$ cat config.mk
export PLATFORM = sky130hd
export DESIGN_NAME = dac_frame_tx
export DESIGN_NICKNAME = d
export VERILOG_FILES = /design/src/rtl/dac_pkg.sv /design/src/rtl/dac_cmd_fifo.sv /design/src/rtl/dac_frame_tx.sv
export SDC_FILE = /design/constraint.sdc
export NUM_CORES = 1
export LEC_CHECK = 0
export ABC_CLOCK_PERIOD_IN_PS = 3100
export CAP_MARGIN = 0
export CORE_MARGIN = 2
export CORE_UTILIZATION = 54
export CTS_CLUSTER_SIZE = 14
export DETAILED_ROUTE_END_ITERATION = 7
export PLACE_DENSITY = 0.74
export SETUP_SLACK_MARGIN = 0.1
export SYNTH_ARGS = -nofsm -noshare
export SYNTH_HDL_FRONTEND = slang
export SYNTH_SLANG_ARGS = --single-unit
$ cat constraint.sdc
create_clock -name clk_4M -period 3.1 [get_ports clk_4M]
set_input_delay 0.62 -clock clk_4M [delete_from_list [all_inputs] [get_ports clk_4M]]
set_output_delay 0.62 -clock clk_4M [all_outputs]
set_load 0.03 [all_outputs]
$ cat src/rtl/dac_pkg.sv
// Shared types and elaboration-time helpers for the multi-channel DAC frame transmitter.
package dac_pkg;

    // Frame sequencer states.
    typedef enum logic [1:0] {
        ST_IDLE  = 2'd0,
        ST_SHIFT = 2'd1,
        ST_GAP   = 2'd2
    } dac_state_t;

    // Bit-order selectors for the MSB_FIRST parameter.
    localparam int unsigned ORDER_LSB_FIRST = 32'd0;
    localparam int unsigned ORDER_MSB_FIRST = 32'd1;

    // Channel address width; a single-channel build still carries one address bit.
    function automatic int unsigned calc_abits(input int unsigned nch);
        int unsigned r;
        r = (nch > 32'd1) ? $clog2(nch) : 32'd1;
        return r;
    endfunction

    // Frame length: data bits, channel address bits and the leading/trailing G bit.
    function automatic int unsigned calc_frame_len(input int unsigned dwidth, input int unsigned nch);
        return dwidth + calc_abits(nch) + 32'd1;
    endfunction

endpackage

$ cat src/rtl/dac_cmd_fifo.sv
// Synchronous command FIFO holding {channel, sample} words. Full, empty and
// level are registers so that downstream decodes stay glitch-free.
module dac_cmd_fifo #(
    parameter int unsigned WIDTH = 9,
    parameter int unsigned DEPTH = 4
) (
    input  logic                     clk_4M,
    input  logic                     rst_n,
    input  logic                     wr_en,
    input  logic [WIDTH-1:0]         wr_data,
    input  logic                     rd_en,
    output logic [WIDTH-1:0]         rd_data,
    output logic                     full,
    output logic                     empty,
    output logic [$clog2(DEPTH):0]   level
);

    localparam int unsigned AW = $clog2(DEPTH);
    localparam logic [AW-1:0] PTR_ONE_C = AW'(1'b1);
    localparam logic [AW:0]   CNT_ONE_C = (AW+1)'(1'b1);
    localparam logic [AW:0]   CNT_ZERO_C = (AW+1)'(1'b0);
    localparam logic [AW:0]   CNT_FULL_C = (AW+1)'(DEPTH);

    logic [WIDTH-1:0] mem_r [DEPTH];
    logic [AW-1:0]    wr_ptr_r;
    logic [AW-1:0]    rd_ptr_r;
    logic [AW:0]      count_r;
    logic [AW:0]      count_nxt_s;
    logic             full_r;
    logic             empty_r;
    logic             push_s;
    logic             pop_s;

    // A full FIFO ignores writes and an empty one ignores reads.
    assign push_s  = wr_en && !full_r;
    assign pop_s   = rd_en && !empty_r;
    assign rd_data = mem_r[rd_ptr_r];
    assign full    = full_r;
    assign empty   = empty_r;
    assign level   = count_r;

    // Next occupancy; a simultaneous push and pop leaves it unchanged.
    always_comb begin
        count_nxt_s = count_r;
        if (push_s && !pop_s) begin
            count_nxt_s = count_r + CNT_ONE_C;
        end else if (pop_s && !push_s) begin
            count_nxt_s = count_r - CNT_ONE_C;
        end else begin
            count_nxt_s = count_r;
        end
    end

    // Storage array; contents need no reset because occupancy guards every read.
    always_ff @(posedge clk_4M) begin
        if (push_s) begin
            mem_r[wr_ptr_r] <= wr_data;
        end
    end

    // Pointers and registered occupancy flags.
    always_ff @(posedge clk_4M or negedge rst_n) begin
        if (!rst_n) begin
            wr_ptr_r <= '0;
            rd_ptr_r <= '0;
            count_r  <= CNT_ZERO_C;
            full_r   <= 1'b0;
            empty_r  <= 1'b1;
        end else begin
            if (push_s) begin
                wr_ptr_r <= wr_ptr_r + PTR_ONE_C;
            end
            if (pop_s) begin
                rd_ptr_r <= rd_ptr_r + PTR_ONE_C;
            end
            count_r <= count_nxt_s;
            full_r  <= (count_nxt_s == CNT_FULL_C);
            empty_r <= (count_nxt_s == CNT_ZERO_C);
        end
    end

endmodule

$ cat src/rtl/dac_frame_tx.sv
// Multi-channel DAC frame transmitter: queues channel-tagged samples and
// serialises each as {G=1, channel, sample} under an active-low frame strobe.
module dac_frame_tx
    import dac_pkg::*;
#(
    parameter int unsigned DWIDTH     = 8,
    parameter int unsigned NCH        = 2,
    parameter int unsigned FIFO_DEPTH = 4,
    parameter int unsigned MSB_FIRST  = 0,
    parameter int unsigned GAP        = 2
) (
    input  logic                          clk_4M,
    input  logic                          rst_n,
    input  logic                          in_valid,
    output logic                          in_ready,
    input  logic [DWIDTH-1:0]             in_data,
    input  logic [calc_abits(NCH)-1:0]    in_ch,
    input  logic                          enable,
    output logic                          scen_n,
    output logic                          dout,
    output logic                          busy,
    output logic [$clog2(FIFO_DEPTH):0]   level
);

    localparam int unsigned ABITS     = calc_abits(NCH);
    localparam int unsigned FRAME_LEN = calc_frame_len(DWIDTH, NCH);
    localparam int unsigned CW        = $clog2(FRAME_LEN + 32'd16);
    localparam logic [CW-1:0] CNT_ONE_C   = CW'(1'b1);
    localparam logic [CW-1:0] CNT_ZERO_C  = CW'(1'b0);
    localparam logic [CW-1:0] FRAME_LAST_C = CW'(FRAME_LEN - 32'd1);
    localparam logic [CW-1:0] GAP_LAST_C  = (GAP > 32'd0) ? CW'(GAP - 32'd1) : CW'(1'b0);

    dac_state_t             state_r;
    dac_state_t             state_nxt_s;
    logic [FRAME_LEN-1:0]   shift_r;
    logic [FRAME_LEN-1:0]   shift_nxt_s;
    logic [FRAME_LEN-1:0]   shift_adv_s;
    logic [FRAME_LEN-1:0]   frame_s;
    logic [CW-1:0]          cnt_r;
    logic [CW-1:0]          cnt_nxt_s;
    logic                   scen_n_r;
    logic                   busy_r;
    logic                   pop_s;
    logic                   fifo_full_s;
    logic                   fifo_empty_s;
    logic [ABITS+DWIDTH-1:0] fifo_rd_data_s;

    dac_cmd_fifo #(
        .WIDTH (ABITS + DWIDTH),
        .DEPTH (FIFO_DEPTH)
    ) u_fifo (
        .clk_4M  (clk_4M),
        .rst_n   (rst_n),
        .wr_en   (in_valid),
        .wr_data ({in_ch, in_data}),
        .rd_en   (pop_s),
        .rd_data (fifo_rd_data_s),
        .full    (fifo_full_s),
        .empty   (fifo_empty_s),
        .level   (level)
    );

    // The G bit sits at the top of the frame vector; bit order picks which end leaves first.
    assign frame_s     = {1'b1, fifo_rd_data_s};
    assign shift_adv_s = (MSB_FIRST == ORDER_MSB_FIRST) ? {shift_r[FRAME_LEN-2:0], 1'b0}
                                                        : {1'b0, shift_r[FRAME_LEN-1:1]};
    // The shifter drains to zero, so its output bit is already 0 outside a frame.
    assign dout     = (MSB_FIRST == ORDER_MSB_FIRST) ? shift_r[FRAME_LEN-1] : shift_r[0];
    assign scen_n   = scen_n_r;
    assign busy     = busy_r;
    assign in_ready = !fifo_full_s;

    // Sequencer next-state, pop request, shifter and counter update.
    always_comb begin
        state_nxt_s = state_r;
        shift_nxt_s = shift_r;
        cnt_nxt_s   = cnt_r;
        pop_s       = 1'b0;
        case (state_r)
            ST_IDLE: begin
                if (enable && !fifo_empty_s) begin
                    pop_s       = 1'b1;
                    shift_nxt_s = frame_s;
                    cnt_nxt_s   = CNT_ZERO_C;
                    state_nxt_s = ST_SHIFT;
                end else begin
                    state_nxt_s = ST_IDLE;
                end
            end
            ST_SHIFT: begin
                shift_nxt_s = shift_adv_s;
                if (cnt_r == FRAME_LAST_C) begin
                    cnt_nxt_s   = CNT_ZERO_C;
                    state_nxt_s = (GAP == 32'd0) ? ST_IDLE : ST_GAP;
                end else begin
                    cnt_nxt_s   = cnt_r + CNT_ONE_C;
                end
            end
            ST_GAP: begin
                if (cnt_r == GAP_LAST_C) begin
                    cnt_nxt_s   = CNT_ZERO_C;
                    state_nxt_s = ST_IDLE;
                end else begin
                    cnt_nxt_s   = cnt_r + CNT_ONE_C;
                end
            end
            default: begin
                state_nxt_s = ST_IDLE;
                shift_nxt_s = '0;
                cnt_nxt_s   = CNT_ZERO_C;
            end
        endcase
    end

    // Sequencer registers; strobe and busy are registered from the next state so they align with dout.
    always_ff @(posedge clk_4M or negedge rst_n) begin
        if (!rst_n) begin
            state_r  <= ST_IDLE;
            shift_r  <= '0;
            cnt_r    <= CNT_ZERO_C;
            scen_n_r <= 1'b1;
            busy_r   <= 1'b0;
        end else begin
            state_r  <= state_nxt_s;
            shift_r  <= shift_nxt_s;
            cnt_r    <= cnt_nxt_s;
            scen_n_r <= (state_nxt_s != ST_SHIFT);
            busy_r   <= (state_nxt_s != ST_IDLE);
        end
    end

endmodule

==> flow_metrics.py, run 1 <==
metrics = {
    "cells_and_area": {
        "drive_gt1_share_pct": 14.7,
        "post-route-util_pct": 64.1,
        "final_cell_mix": "edfxtp_1, dfrtp_1, clkdlybuf4s50_1, nor2_1, a21oi_1",
        "final_nets": 252,
        "design_area_mm2": 0.00325,
        "final_common_cell": "edfxtp_1",
        "num_antenna_cells": 0,
        "syn2layout_area_growth_pct": 14.6,
    },
    "sta": {
        "tightest_slew_ps": 645,
        "setup_violations": 0,
        "whs_ps": 515,
        "hold_viol_final": 0,
        "fin_setup_tns_ps": 0,
        "slew_viol_final": 0,
        "slew_headroom_pct": 57.0,
        "period_needed_ps": 2310,
        "fmax_mhz": 432,
        "final.setup_skew_ps": 7.77,
        "fin_crit_sh_pct": 74.6,
        "rsz0062_at_grt": "false",
    },
    "synth": {
        "yosysWarnings": 0,
        "synth.area.top_cells": "edfxtp_1, dfrtp_1, mux4_2",
        "synth_flop_cell": "edfxtp_1",
        "synth-seq-cells": 64,
        "synth_cell_types": 39,
        "syn_nets": 229,
        "syn_area_mm2": 0.00284,
        "yosysTopAreaCellShare_pct": 38.1,
        "yosys.area.top_type": "edfxtp_1",
        "synthCells": 203,
        "synth_edf_count": 36,
        "yosysSeqAreaShare_pct": 62.8,
        "synthArstFlopShare_pct": 43.8,
        "synth.avg_cell_area_um2": 14.0,
    },
    "clock_network": {
        "clkTransAtPathRegs_ps": 70,
        "postCtsResizedCells": 0,
        "cts_sinks": 64,
        "cts_buffer_depth": 2,
        "cts_tree": "built",
        "cts_made_buffers": 9,
        "cts-root-buf": "clkbuf_8",
        "cts-hold-fix-buffers": 0,
        "htreeDepth": 3,
        "postCtsSetupRepairBufs": 0,
        "clk_latency_ps": 340,
    },
    "detailed_routing": {
        "ant_nets": 0,
        "wl_um": 4630,
        "avgViaCountPerCell": 5.43,
        "wire_per_inst_um": 15.4,
        "drt_iter0_drc": 62,
        "drc_errors": 0,
        "num_vias": 1633,
        "dr.pass1.iters": 4,
    },
    "die": {
        "chipWidth_um": 76.5,
        "coreArea_mm2": 0.00507,
        "start_util_pct": 55.9,
        "std_cell_rows": 26,
        "boundaryPins": 20,
        "die_y_um": 76.5,
        "dieArea_mm2": 0.00585,
    },
    "run_status": {
        "status": "completed",
    },
    "critical_path": {
        "critPathLaunchType": "flip-flop",
        "cp_cell_sequence": "inv_1, ha_1, and3b_1, nor2_1, or4_1, a211oi_1",
        "arrival_ps": 2560,
        "path_max_fanout": 15,
        "endpoint_kind": "flip-flop",
        "slowest_stage": "ha_1",
        "cp_top_family": "simple AND/OR/NAND/NOR gates",
        "path_class": "reg -> reg",
        "crit_path_max_incr_delay_ps": 500,
        "cp.required_ps": 3350,
        "crit_buf_inv": 1,
    },
    "placement": {
        "placedInstanceArea_mm2": 0.00309,
        "gp_congestion": 0.795,
        "port_buffers": 19,
        "place_hpwl_um": 3070,
    },
    "grt": {
        "grt_max_degree": 29,
        "grt_pass1_vias": 1699,
        "antenna_found_initial": 0,
        "track_usage_pct": 18.4,
        "gr-total-overflow": 0,
        "grt_pass1_wl_um": 8050,
    },
    "worst_hold_path": {
        "hp-class": "reg -> reg",
    },
    "power": {
        "total_power_mw": 2.92,
        "p_per_area_mw_per_mm2": 897,
        "vdd_ir_drop_max_v": 0.000479,
        "power.leakage_nw": 1.23,
    },
    "run": {
        "cap_violations": 0,
    },
}
-- sequential cells by signal, indices dropped and copies added, names as in the netlist --
name,count
busy,1
cnt_r,5
scen_n,1
shift_r,10
state_r,2
u_fifo.empty,1
u_fifo.full,1
u_fifo.level,3
u_fifo.mem_r,36
u_fifo.rd_ptr_r,2
u_fifo.wr_ptr_r,2
-- layout make-up --
type | count | area (um2)
clock inverter | 6 | 36.3
inverter | 8 | 30.0
tap | 70 | 87.6
fill | 397 | 1820
timing repair buffer | 21 | 205
sequential | 64 | 1780
clock buffer | 10 | 128
multi-input combinational | 122 | 982
-- metrics by stage --
| stage | worst slack [ps] | instances |
|---|---|---|
| global route | 636 | 301 |
| floorplan | 1190 | 203 |
| finish | 787 | 301 |
| global placement | 671 | 285 |
| detailed placement | 616 | 285 |
| CTS | 804 | 301 |
-- synthesized netlist by cell type (3+ instances only) --
cell type / instances
nand2_1: 8
dfrtp_1: 26
o21ai_0: 6
a211oi_1: 3
a22oi_1: 9
xnor2_1: 4
a21oi_1: 15
nor2_1: 16
clkbuf_1: 7
and2_1: 5
edfxtp_1: 36
inv_1: 8
and3_1: 3
nand2b_1: 3
mux4_2: 9
ha_1: 13
o31ai_1: 3
-- per-layer routing --
| metal | vias up | GRT usage [%] | wire (um) |
|---|---|---|---|
| met5 | - | 0 | 0 |
| met4 | 0 | 9.27 | 91 |
| met3 | 8 | 5.45 | 231 |
| met2 | 36 | 28.1 | 2190 |
| met1 | 792 | 24.1 | 2120 |
| li1 | 797 | - | - |
-- cell families after synthesis --
| kind of cell | count (synthesis) | share of synthesized area, % |
|---|---|---|
| simple gates | 51 | 9.78 |
| xor+xnor | 4 | 1.23 |
| compound gates | 43 | 9.96 |
| buf+inv | 17 | 2.56 |
| flops | 64 | 62.8 |
| fa+ha+maj | 13 | 5.73 |
| mux | 11 | 7.89 |
-- path summary, 6_finish.rpt --
check	from	endpoint	slack, ps	cells past startpoint
max	state_r[1]	u_fifo.full	790	6
min	shift_r[9]	shift_r[9]	510	1
max reg2reg	state_r[1]	u_fifo.full	790	6
min reg2reg	shift_r[9]	shift_r[9]	510	1
max in group asynchronous	rst_n	scen_n	2120	2
min in group asynchronous	rst_n	shift_r[4]	660	2
-- power by group --
part	total, mW	internal, mW	switching, mW
logic	0.986	0.474	0.511
clock network	0.600	0.285	0.315
registers	1.33	1.16	0.178
total	2.92	1.92	1.00
(Power assumes the default switching activity.)
==> run 2, diff against run 1 <==
--- a/config.mk
+++ b/config.mk
@@ -5,7 +5,7 @@
 export SDC_FILE = /design/constraint.sdc
 export NUM_CORES = 1
 export LEC_CHECK = 0
-export ABC_CLOCK_PERIOD_IN_PS = 3100
+export ABC_CLOCK_PERIOD_IN_PS = 2400
 export CAP_MARGIN = 0
 export CORE_MARGIN = 2
 export CORE_UTILIZATION = 54
==> constraint.sdc (replaced) <==
create_clock -name clk_4M -period 2.4 [get_ports clk_4M]
set_input_delay 0.48 -clock clk_4M [delete_from_list [all_inputs] [get_ports clk_4M]]
set_output_delay 0.48 -clock clk_4M [all_outputs]
set_load 0.03 [all_outputs]
==> run 2 against run 1 <==
  * Utilization increased by 0.94 points
  * Clock power increased by 37%
  * Register-to-register slack got worse by 400 ps
  * Clock skew about the same
  * Non-clock buffer count increased by 4
  * Flip-flop and latch count unchanged
  * Routed wire length increased by 0.58%
  * Setup slack got worse by 400 ps
  * Global-route usage decreased by 0.83 points
  * Final cell count increased by 1.3%
  * Hold slack got worse by 3.1 ps
  * Critical path type unchanged
  * Highest routed layer unchanged
==> flow_metrics.py, run 2 (synthesis results as in run 1) <==
metrics = {
    "run_status": {
        "status": "completed",
    },
    "die": {
        "dieArea_mm2": 0.00585,
        "start_util_pct": 55.9,
        "chipWidth_um": 76.5,
        "std_cell_rows": 26,
        "coreArea_mm2": 0.00507,
        "boundaryPins": 20,
        "die_y_um": 76.5,
    },
    "detailed_routing": {
        "num_vias": 1650,
        "wire_per_inst_um": 15.3,
        "wl_um": 4660,
        "ant_nets": 0,
        "drc_errors": 0,
        "avgViaCountPerCell": 5.41,
        "dr.pass1.iters": 4,
        "drt_iter0_drc": 104,
    },
    "sta": {
        "rsz0062_at_grt": "false",
        "fin_setup_tns_ps": 0,
        "tightest_slew_ps": 474,
        "setup_violations": 0,
        "slew_headroom_pct": 68.4,
        "final.setup_skew_ps": 7.38,
        "fin_crit_sh_pct": 84.0,
        "period_needed_ps": 2020,
        "slew_viol_final": 0,
        "fmax_mhz": 496,
        "hold_viol_final": 0,
    },
    "cells_and_area": {
        "fillCellCount": 391,
        "syn2layout_area_growth_pct": 16.3,
        "instances_no_fill": 305,
        "final_common_cell": "edfxtp_1",
        "largest_register_ffs": 36,
        "drive_gt1_share_pct": 16.2,
        "seq_area_mm2": 0.00178,
        "largestRegisters": "u_fifo.mem_r x36, shift_r x10, cnt_r x5",
        "num_antenna_cells": 0,
        "final_nets": 256,
        "final_cell_mix": "edfxtp_1, dfrtp_1, clkdlybuf4s50_1, nor2_1, a21oi_1",
        "multiInputGateArea_um2": 982,
        "top_register": "u_fifo.mem_r",
    },
    "grt": {
        "antenna_found_initial": 0,
        "grt_max_degree": 29,
        "grt_pass1_vias": 1595,
        "grt_pass1_wl_um": 7720,
        "gr-total-overflow": 0,
        "track_usage_pct": 17.6,
    },
    "critical_path": {
        "cp.required_ps": 2590,
        "crit_buf_inv": 1,
        "slowest_stage": "or4b_4",
        "cp_cell_sequence": "inv_1, ha_1, or4b_4, and2_4, o221ai_1, o21ai_0",
        "endpoint_kind": "flip-flop",
        "path_class": "reg -> reg",
        "critPathLaunchType": "flip-flop",
        "cp_top_family": "simple AND/OR/NAND/NOR gates",
        "path_max_fanout": 5,
        "arrival_ps": 2200,
        "crit_path_max_incr_delay_ps": 470,
    },
    "power": {
        "power.leakage_nw": 1.26,
        "clkPwrFrac_pct": 21.4,
        "power_frac_seq_pct": 44.2,
        "vdd_ir_drop_max_v": 0.000661,
        "p_per_area_mw_per_mm2": 1170,
        "p_sw_mw": 1.29,
        "switching_share_pct": 33.5,
        "intPower_mw": 2.56,
        "combPwrFrac_pct": 34.5,
    },
    "clock_network": {
        "cts-root-buf": "clkbuf_8",
        "cts_buffer_depth": 2,
        "cts_sinks": 64,
        "cts_made_buffers": 9,
        "clk_latency_ps": 330,
        "clkTransAtPathRegs_ps": 70,
        "postCtsResizedCells": 0,
        "cts-hold-fix-buffers": 0,
        "cts_tree": "built",
        "postCtsSetupRepairBufs": 0,
        "htreeDepth": 3,
    },
    "placement": {
        "place_hpwl_um": 3220,
        "port_buffers": 19,
        "placed_cells": 289,
        "gp_congestion": 0.758,
    },
    "run": {
        "cap_violations": 0,
    },
    "worst_hold_path": {
        "hp-class": "reg -> reg",
    },
}
==> run 2: power groups by stage <==
stage | Sequential, mW | Clock [mW] | Combinational [mW]
final | 1.70 | 0.823 | 1.33
after global routing | 1.74 | 0.889 | 1.47
after CTS | 1.70 | 0.840 | 1.35
after detailed placement | 1.73 | 0 | 1.34
after global placement | 1.71 | 0 | 1.30
after floorplan | 1.73 | 0 | 0.928
==> run 2: per-layer routing <==
layer  vias to the layer above  track usage (%)  wire (um)
met5                         -                0          0
met4                         0             7.64         53
met3                         4             5.09        156
met2                        25             27.3       2310
met1                       804             23.2       2140
li1                        817                -          -
==> run 2: layout make-up <==
class,instances,share of cell area [%]
Sequential cell,64,54.1
Tap cell,70,2.65
Inverter,8,0.910
Clock buffer,11,4.59
Clock inverter,5,0.910
Multi-Input combinational cell,122,29.8
Timing Repair Buffer,25,7.13
==> run 2: metrics by stage <==
stage	instance area (um2)	total power, mW	worst slack, ps	hold slack, ps	util, %
global route	3300	4.10	276	521	65.0
CTS	3300	3.89	395	512	65.0
global placement	3120	3.02	322	495	61.5
finish	3300	3.85	384	511	65.0
detailed placement	3120	3.06	260	497	61.5
floorplan	2840	2.66	490	184	-
==> run 2: worst paths after layout <==
kind | endpoint | depth (start not counted) | startpoint | slack, ps
min reg2reg | shift_r[9] | 1 | shift_r[9] | 510
max in group asynchronous | u_fifo.empty | 2 | rst_n | 1550
min | shift_r[9] | 1 | shift_r[9] | 510
max | cnt_r[4] | 6 | cnt_r[1] | 380
min in group asynchronous | shift_r[5] | 2 | rst_n | 530
max reg2reg | cnt_r[4] | 6 | cnt_r[1] | 380
